File: src/rtl/adc_sample_sequencer_pkg.sv
// Shared types and helpers for the ADC sample sequencer.
package adc_sample_sequencer_pkg;

    typedef enum logic [1:0] {
        IDLE  = 2'd0,
        BUSY  = 2'd1,
        DRAIN = 2'd2
    } state_e;

    // Channel-index width; a single channel still carries a 1-bit index.
    function automatic int ch_width(input int n);
        return (n > 1) ? $clog2(n) : 1;
    endfunction

endpackage

File: src/rtl/adc_sample_sequencer_fifo.sv
// Show-ahead output FIFO; accepts a push while full if a pop happens in the same cycle.
module sample_fifo #(
    parameter int ABITS = 4,
    parameter int DBITS = 8
) (
    input  logic             clk_i,
    input  logic             rst_i,
    input  logic             push_i,
    input  logic [DBITS-1:0] din_i,
    input  logic             pop_i,
    output logic [DBITS-1:0] dout_o,
    output logic             full_o,
    output logic             empty_o
);
    localparam int DEPTH = 1 << ABITS;

    logic [DBITS-1:0] mem_q [DEPTH];
    logic [ABITS-1:0] wptr_q, rptr_q;
    logic [ABITS:0]   cnt_q;
    logic             do_push, do_pop;

    assign empty_o = (cnt_q == '0);
    assign full_o  = cnt_q[ABITS];
    assign do_pop  = pop_i && !empty_o;
    assign do_push = push_i && (!full_o || do_pop);
    assign dout_o  = empty_o ? '0 : mem_q[rptr_q];

    always_ff @(posedge clk_i) begin
        if (do_push) mem_q[wptr_q] <= din_i;
    end

    always_ff @(posedge clk_i) begin
        if (rst_i) begin
            wptr_q <= '0;
            rptr_q <= '0;
            cnt_q  <= '0;
        end else begin
            if (do_push) wptr_q <= wptr_q + ABITS'(1);
            if (do_pop)  rptr_q <= rptr_q + ABITS'(1);
            if (do_push && !do_pop)      cnt_q <= cnt_q + (ABITS+1)'(1);
            else if (!do_push && do_pop) cnt_q <= cnt_q - (ABITS+1)'(1);
        end
    end

endmodule

File: src/rtl/adc_sample_sequencer.sv
// Periodic multi-channel SPI ADC sampler: starts a round per tick, collects results,
// and streams {channel, result} words through an output FIFO.
module adc_sample_sequencer
    import adc_sample_sequencer_pkg::*;
#(
    parameter int NUM_ADC    = 5,
    parameter int DATA_W     = 16,
    parameter int PERIOD_W   = 16,
    parameter int TIMEOUT    = 1024,
    parameter int FIFO_ABITS = 4,
    localparam int CH_W      = ch_width(NUM_ADC)
) (
    input  logic                      clock,
    input  logic                      reset,
    input  logic                      enable,
    input  logic [PERIOD_W-1:0]       period,
    input  logic [NUM_ADC-1:0]        ch_mask,
    input  logic                      clear_err,
    output logic [NUM_ADC-1:0]        spi_ena,
    input  logic [NUM_ADC-1:0]        spi_fin,
    input  logic [NUM_ADC*DATA_W-1:0] spi_data,
    output logic                      m_valid,
    output logic [CH_W+DATA_W-1:0]    m_data,
    input  logic                      m_ready,
    output logic                      busy,
    output logic                      round_done,
    output logic                      overrun,
    output logic                      timeout_err,
    output logic                      fifo_full,
    output logic                      fifo_empty
);
    localparam int TO_W = $clog2(TIMEOUT) + 1;

    state_e              state_q;
    logic [PERIOD_W-1:0] cnt_q;
    logic [TO_W-1:0]     tmo_q;
    logic [NUM_ADC-1:0]  pending_q, rdy_q, spi_ena_q;
    logic [DATA_W-1:0]   cap_q [NUM_ADC];
    logic                round_done_q, overrun_q, timeout_q;

    logic                tick, fifo_pop, push;
    logic [NUM_ADC-1:0]  fin_hit, pending_d, push_oh;
    logic [CH_W-1:0]     push_idx;
    logic [DATA_W-1:0]   push_data;

    assign tick      = enable && (cnt_q == period);
    assign fin_hit   = (state_q == BUSY) ? (spi_fin & pending_q) : '0;
    assign pending_d = pending_q & ~fin_hit;
    assign fifo_pop  = m_valid && m_ready;
    assign push      = (|rdy_q) && (!fifo_full || fifo_pop);

    // Lowest-index ready channel wins the single push slot.
    always_comb begin
        push_idx  = '0;
        push_data = '0;
        push_oh   = '0;
        for (int i = NUM_ADC - 1; i >= 0; i--) begin
            if (rdy_q[i]) begin
                push_idx  = CH_W'(i);
                push_data = cap_q[i];
            end
        end
        for (int i = 0; i < NUM_ADC; i++) begin
            push_oh[i] = push && (push_idx == CH_W'(i));
        end
    end

    always_ff @(posedge clock) begin
        if (reset) begin
            state_q      <= IDLE;
            cnt_q        <= '0;
            tmo_q        <= '0;
            pending_q    <= '0;
            rdy_q        <= '0;
            spi_ena_q    <= '0;
            round_done_q <= 1'b0;
            overrun_q    <= 1'b0;
            timeout_q    <= 1'b0;
            for (int i = 0; i < NUM_ADC; i++) cap_q[i] <= '0;
        end else begin
            spi_ena_q    <= '0;
            round_done_q <= 1'b0;
            cnt_q        <= (!enable || tick) ? '0 : cnt_q + PERIOD_W'(1);
            rdy_q        <= (rdy_q & ~push_oh) | fin_hit;
            for (int i = 0; i < NUM_ADC; i++) begin
                if (fin_hit[i]) cap_q[i] <= spi_data[i*DATA_W +: DATA_W];
            end

            // Set events are assigned last so they win over a same-cycle clear.
            if (clear_err) begin
                overrun_q <= 1'b0;
                timeout_q <= 1'b0;
            end
            if (tick && state_q != IDLE) overrun_q <= 1'b1;

            case (state_q)
                IDLE: begin
                    tmo_q <= '0;
                    if (tick && |ch_mask) begin
                        spi_ena_q <= ch_mask;
                        pending_q <= ch_mask;
                        state_q   <= BUSY;
                    end
                end
                BUSY: begin
                    tmo_q     <= tmo_q + TO_W'(1);
                    pending_q <= pending_d;
                    if (pending_d == '0) begin
                        state_q <= DRAIN;
                    end else if (tmo_q == TO_W'(TIMEOUT - 1)) begin
                        pending_q <= '0;
                        timeout_q <= 1'b1;
                        state_q   <= DRAIN;
                    end
                end
                DRAIN: begin
                    if (rdy_q == '0) begin
                        round_done_q <= 1'b1;
                        state_q      <= IDLE;
                    end
                end
                default: state_q <= IDLE;
            endcase
        end
    end

    sample_fifo #(
        .ABITS(FIFO_ABITS),
        .DBITS(CH_W + DATA_W)
    ) u_fifo (
        .clk_i  (clock),
        .rst_i  (reset),
        .push_i (push),
        .din_i  ({push_idx, push_data}),
        .pop_i  (fifo_pop),
        .dout_o (m_data),
        .full_o (fifo_full),
        .empty_o(fifo_empty)
    );

    assign m_valid     = !fifo_empty;
    assign spi_ena     = spi_ena_q;
    assign busy        = (state_q != IDLE);
    assign round_done  = round_done_q;
    assign overrun     = overrun_q;
    assign timeout_err = timeout_q;

endmodule

File: config.mk
export PLATFORM = sky130hd
export DESIGN_NAME = adc_sample_sequencer
export DESIGN_NICKNAME = d
export VERILOG_FILES = /design/src/rtl/adc_sample_sequencer_pkg.sv /design/src/rtl/adc_sample_sequencer_fifo.sv /design/src/rtl/adc_sample_sequencer.sv
export SDC_FILE = /design/constraint.sdc
export NUM_CORES = 1
export LEC_CHECK = 0
export ABC_AREA = 1
export CAP_MARGIN = 5
export CORE_ASPECT_RATIO = 1.2
export CORE_MARGIN = 2
export CORE_UTILIZATION = 55
export CTS_BUF_LIST = sky130_fd_sc_hd__clkbuf_4 sky130_fd_sc_hd__clkbuf_8
export DETAILED_ROUTE_END_ITERATION = 12
export PLACE_DENSITY = 0.76
export SETUP_SLACK_MARGIN = 0.5
export SYNTH_ARGS = -nofsm -noshare
export SYNTH_HDL_FRONTEND = slang
export SYNTH_SLANG_ARGS = --single-unit
export TNS_END_PERCENT = 100
File: constraint.sdc
create_clock -name clock -period 2.3 [get_ports clock]
set_input_delay 0.575 -clock clock [delete_from_list [all_inputs] [get_ports clock]]
set_output_delay 0.575 -clock clock [all_outputs]
set_load 0.01 [all_outputs]
==> metrics.md <==
| Metric | Value |
|---|---|
| Layout Skew | `0.0471 ns` |
| Post-Place Cells | `2340` |
| GRT Total Usage | `0.283` |
| Final Cycle Share | `1.32` |
| Main combinational cell family by area after synthesis | `simple AND/OR/NAND/NOR gates` |
| Status | `complete, but fails checks` |
| Worst setup margin | `-0.744 ns` |
| VDD IR-drop max | `0.553 mV` |
| Post-Synthesis Mean Instance Area | `11.5 um2` |
| Initial antenna violation count | `0` |
| Clock power frac | `0.293` |
| Synthesized flop and latch total | `448` |
| Worst-margin pin slew | `0.518 ns` |
| Largest net degree at the start of global routing | `52` |
| DIE WIDTH | `176 um` |
| Max Fclk | `0.329 GHz` |
| Post-synthesis xor/xnor area fraction | `0.00494` |
| Vias | `15400` |
| Ys flop type | `edfxtp_1` |
| Total gr overflow | `0` |
| Starting Density | `0.557` |
| Adder-Cell Fraction of Synth Area | `0.00872` |
| Ant diodes | `0` |
| Post-Syn Nets | `1826` |
| Compound-Gate Fraction of Synth Area | `0.111` |
| Layout area overhead | `35.4%` |
| CP max stage cell | `dfxtp_4` |
| Logic pwr share | `0.323` |
| Final core utilization | `0.754` |
| Yosys warnings | `0` |
| P_leak | `9.98 nW` |
| First-pass DRT Iterations | `5` |
| Die area | `37000 um2` |
| Routed WL per cell | `22.8 um` |
| Ports | `142` |
| Syn Std Cell Area | `19500 um2` |
| Routability congestion estimate from global placement | `0.867` |
| CTS root buffer | `clkbuf_8` |
| WP data required | `1.73 ns` |
| Max Slew Vio Count | `0` |
| Post-place setup slack | `-0.320 ns` |
| Power per cell area | `882 nW/um2` |
| Simple-gate share of the synthesized area | `0.157` |
| Post-DP HPWL | `28800 um` |
| WP data arrival | `2.47 ns` |
| Vias in the first global route | `14700` |
| # setup viols final | `21` |
| Setup crit end kind | `output pin` |
| Number of synthesized flops with an enable pin | `384` |
| Worst Hold Class | `flip-flop to flip-flop` |
| Clk sinks | `448` |
| Met2 routed WL | `29200 um` |
| Setup TNS | `-11.62 ns` |
| Number of DRC markers in iteration 0 | `1703` |
| Min Clock Period, post-route | `3.04 ns` |
| CP Launch Type | `flip-flop` |
| CTS tree | `yes` |
| Max incr delay on CP | `0.37 ns` |
| Fin cells | `2564` |
| Hold buffers post-CTS | `0` |
| I/O Buffers | `141` |
| RSZ-0062 raised after global routing | `yes` |
| CP most frequent cell | `buf_12` |
| Wirelength, routed | `58400 um` |
| Filler cell count | `1912` |
| Share of cell area taken by muxes after synthesis | `0` |
| Endpoints failing hold | `0` |
| CP cell instances | `buf_12, buf_12, clkinv_16, buf_16, buf_4, o21ai_0, o221ai_1, nand3_1, a21oi_2, buf_2` |
| CTS clk-pin slew, worst paths | `0.08 ns` |
| Share of cells above drive strength 1 | `0.301` |
| Part of the power in registers | `0.384` |
| Via density | `6.00` |
| Post-Place Cell Area | `22800 um2` |
| Num CTS Buffers | `68` |
| Global-route wire length before repair | `80000 um` |
| Sw Share | `0.315` |
| DR top layer | `met4` |
| H-tree levels | `3` |
| Worst rel slew slack | `0.654` |
| Antenna Nets Post-Route | `0` |
| Rows | `75` |
| Met1 WL | `20100 um` |
| Final instance area | `26400 um2` |
| Crit Path Category | `flip-flop to output pin` |
| Maximum fanout along the worst path | `5` |
| Post-synthesis sequential area ratio | `0.657` |
| Wire length on met3 | `5610 um` |
| Cell internal pwr | `16.0 mW` |
| Syn Inst Count | `1702` |
| Die Ht | `210 um` |
| Clock buffer depth | `3` |
| Failing checks | `setup timing` |
| Post-synth ARST share | `0` |
| Sw Pwr | `7.33 mW` |
| Core area | `35000 um2` |
| Yosys cell types | `43` |
| Clock latency on the worst-skew pair | `0.64 ns` |
| # Max-Cap Violations | `0` |
| Number of nets in the layout | `2176` |
| Drt drc | `0` |
state kept, by name, indices dropped and copies added, names as in the netlist, 2 cells and up, named ones only:
signal,cells
u_fifo.mem_q,304
cap_q,80
cnt_q,16
tmo_q,11
pending_q,5
rdy_q,5
spi_ena,5
u_fifo.cnt_q,5
u_fifo.rptr_q,4
u_fifo.wptr_q,4
state_q,2
area by class of cell:
| cell class | count | area [um2] | area share |
|---|---|---|---|
| sequential | 448 | 12800 | 0.486 |
| multi-input combinational | 985 | 6270 | 0.237 |
| timing repair buffer | 371 | 4610 | 0.175 |
| clock buffer | 93 | 1170 | 0.0442 |
| inverter | 177 | 702 | 0.0266 |
| tap | 462 | 578 | 0.0219 |
| clock inverter | 27 | 206 | 0.00782 |
| timing repair inverter | 1 | 30.0 | 0.00114 |
timing repair:
item / in CTS / in global routing
endpoints found under the setup margin: 675 / 676
gates cloned: 22 / 12
setup buffers: 37 / 33
pin swaps: 57 / 94
resized for setup: 200 / 172
metrics by stage:
step	total power [mW]	hold WS, ns
floorplan	12.0	0.444
global placement	13.8	0.457
detailed placement	14.0	0.456
CTS	21.1	0.473
global route	23.9	0.493
finish	23.3	0.477
logic make-up after synthesis:
group	Yosys count
adder cells (fa/ha/maj)	13
buffers and inverters	270
XOR/XNOR	11
AND/OR/NAND/NOR	591
AO/OA/AOI/OAI	369
flip-flops	448
synth_stat cells (2+ instances only):
master / count / share of area
a21oi_1: 50 / 0.013
a221oi_1: 17 / 0.0076
buf_1: 4 / 0.00077
buf_12: 8 / 0.0082
buf_2: 20 / 0.0051
buf_4: 2 / 0.00077
buf_6: 2 / 0.0012
clkbuf_1: 56 / 0.011
dfxtp_1: 64 / 0.066
edfxtp_1: 384 / 0.59
ha_1: 12 / 0.0077
inv_1: 160 / 0.031
inv_2: 16 / 0.0031
nand2_1: 142 / 0.027
nand3_1: 75 / 0.019
nand3b_1: 4 / 0.0015
nand4_1: 10 / 0.0032
nand4_2: 2 / 0.0013
nor2_1: 252 / 0.048
nor2_2: 2 / 0.00064
nor2_4: 80 / 0.046
nor3_1: 9 / 0.0023
nor3_2: 4 / 0.0021
nor3b_1: 3 / 0.0012
nor4_1: 3 / 0.00096
o21ai_0: 193 / 0.050
o21ai_1: 27 / 0.0069
o221ai_1: 58 / 0.026
o22ai_1: 18 / 0.0058
o31ai_1: 3 / 0.0012
xnor2_1: 2 / 0.00090
xor2_1: 9 / 0.0040
power groups by stage:
stage               clock, mW  combinational (mW)  sequential, mW
detailed placement          0                4.87            9.10
global route             7.15                7.79            8.95
global placement            0                4.70            9.10
CTS                      6.67                5.56            8.91
floorplan                   0                2.95            9.06
finish                   6.83                7.51            8.95
layout by cell type (no fill, tap or decap), drive strengths merged, types with 2 or more instances in the layout:
cell,n
a21oi,50
a221oi,17
buf,240
bufinv,3
clkbuf,104
clkdlybuf4s15,2
clkdlybuf4s50,109
clkinv,21
clkinvlp,4
dfxtp,64
dlygate4sd2,8
edfxtp,384
ha,12
inv,177
nand2,145
nand3,76
nand3b,4
nand4,12
nor2,334
nor3,13
nor3b,4
nor4,3
o21ai,220
o221ai,58
o22ai,18
o31ai,3
xnor2,2
xor2,9
layer usage:
metal | global-route usage | vias up
met1 | 0.341 | 7294
met4 | 0.144 | 0
met3 | 0.0503 | 271
li1 | - | 6694
met5 | 0 | -
met2 | 0.490 | 1123
critical path, delay by kind of cell, from the launching register on:
kind / cells / cell delay [ns]
compound gates: 3 / 0.55
simple gates: 1 / 0.13
buf+inv: 6 / 0.77
flops: 1 / 0.37
path summary, 6_finish.rpt:
check,from,slack (ns),cells after the start,to
worst max-delay path,flip-flop,-0.74,10,m_data[15]
worst min-delay path,tmo_q[7],0.48,2,tmo_q[7]
worst max register to register,u_fifo.cnt_q[3],-0.11,14,u_fifo.cnt_q[4]
worst min register to register,tmo_q[7],0.48,2,tmo_q[7]
No activity file was read; power rests on OpenSTA's default activity.
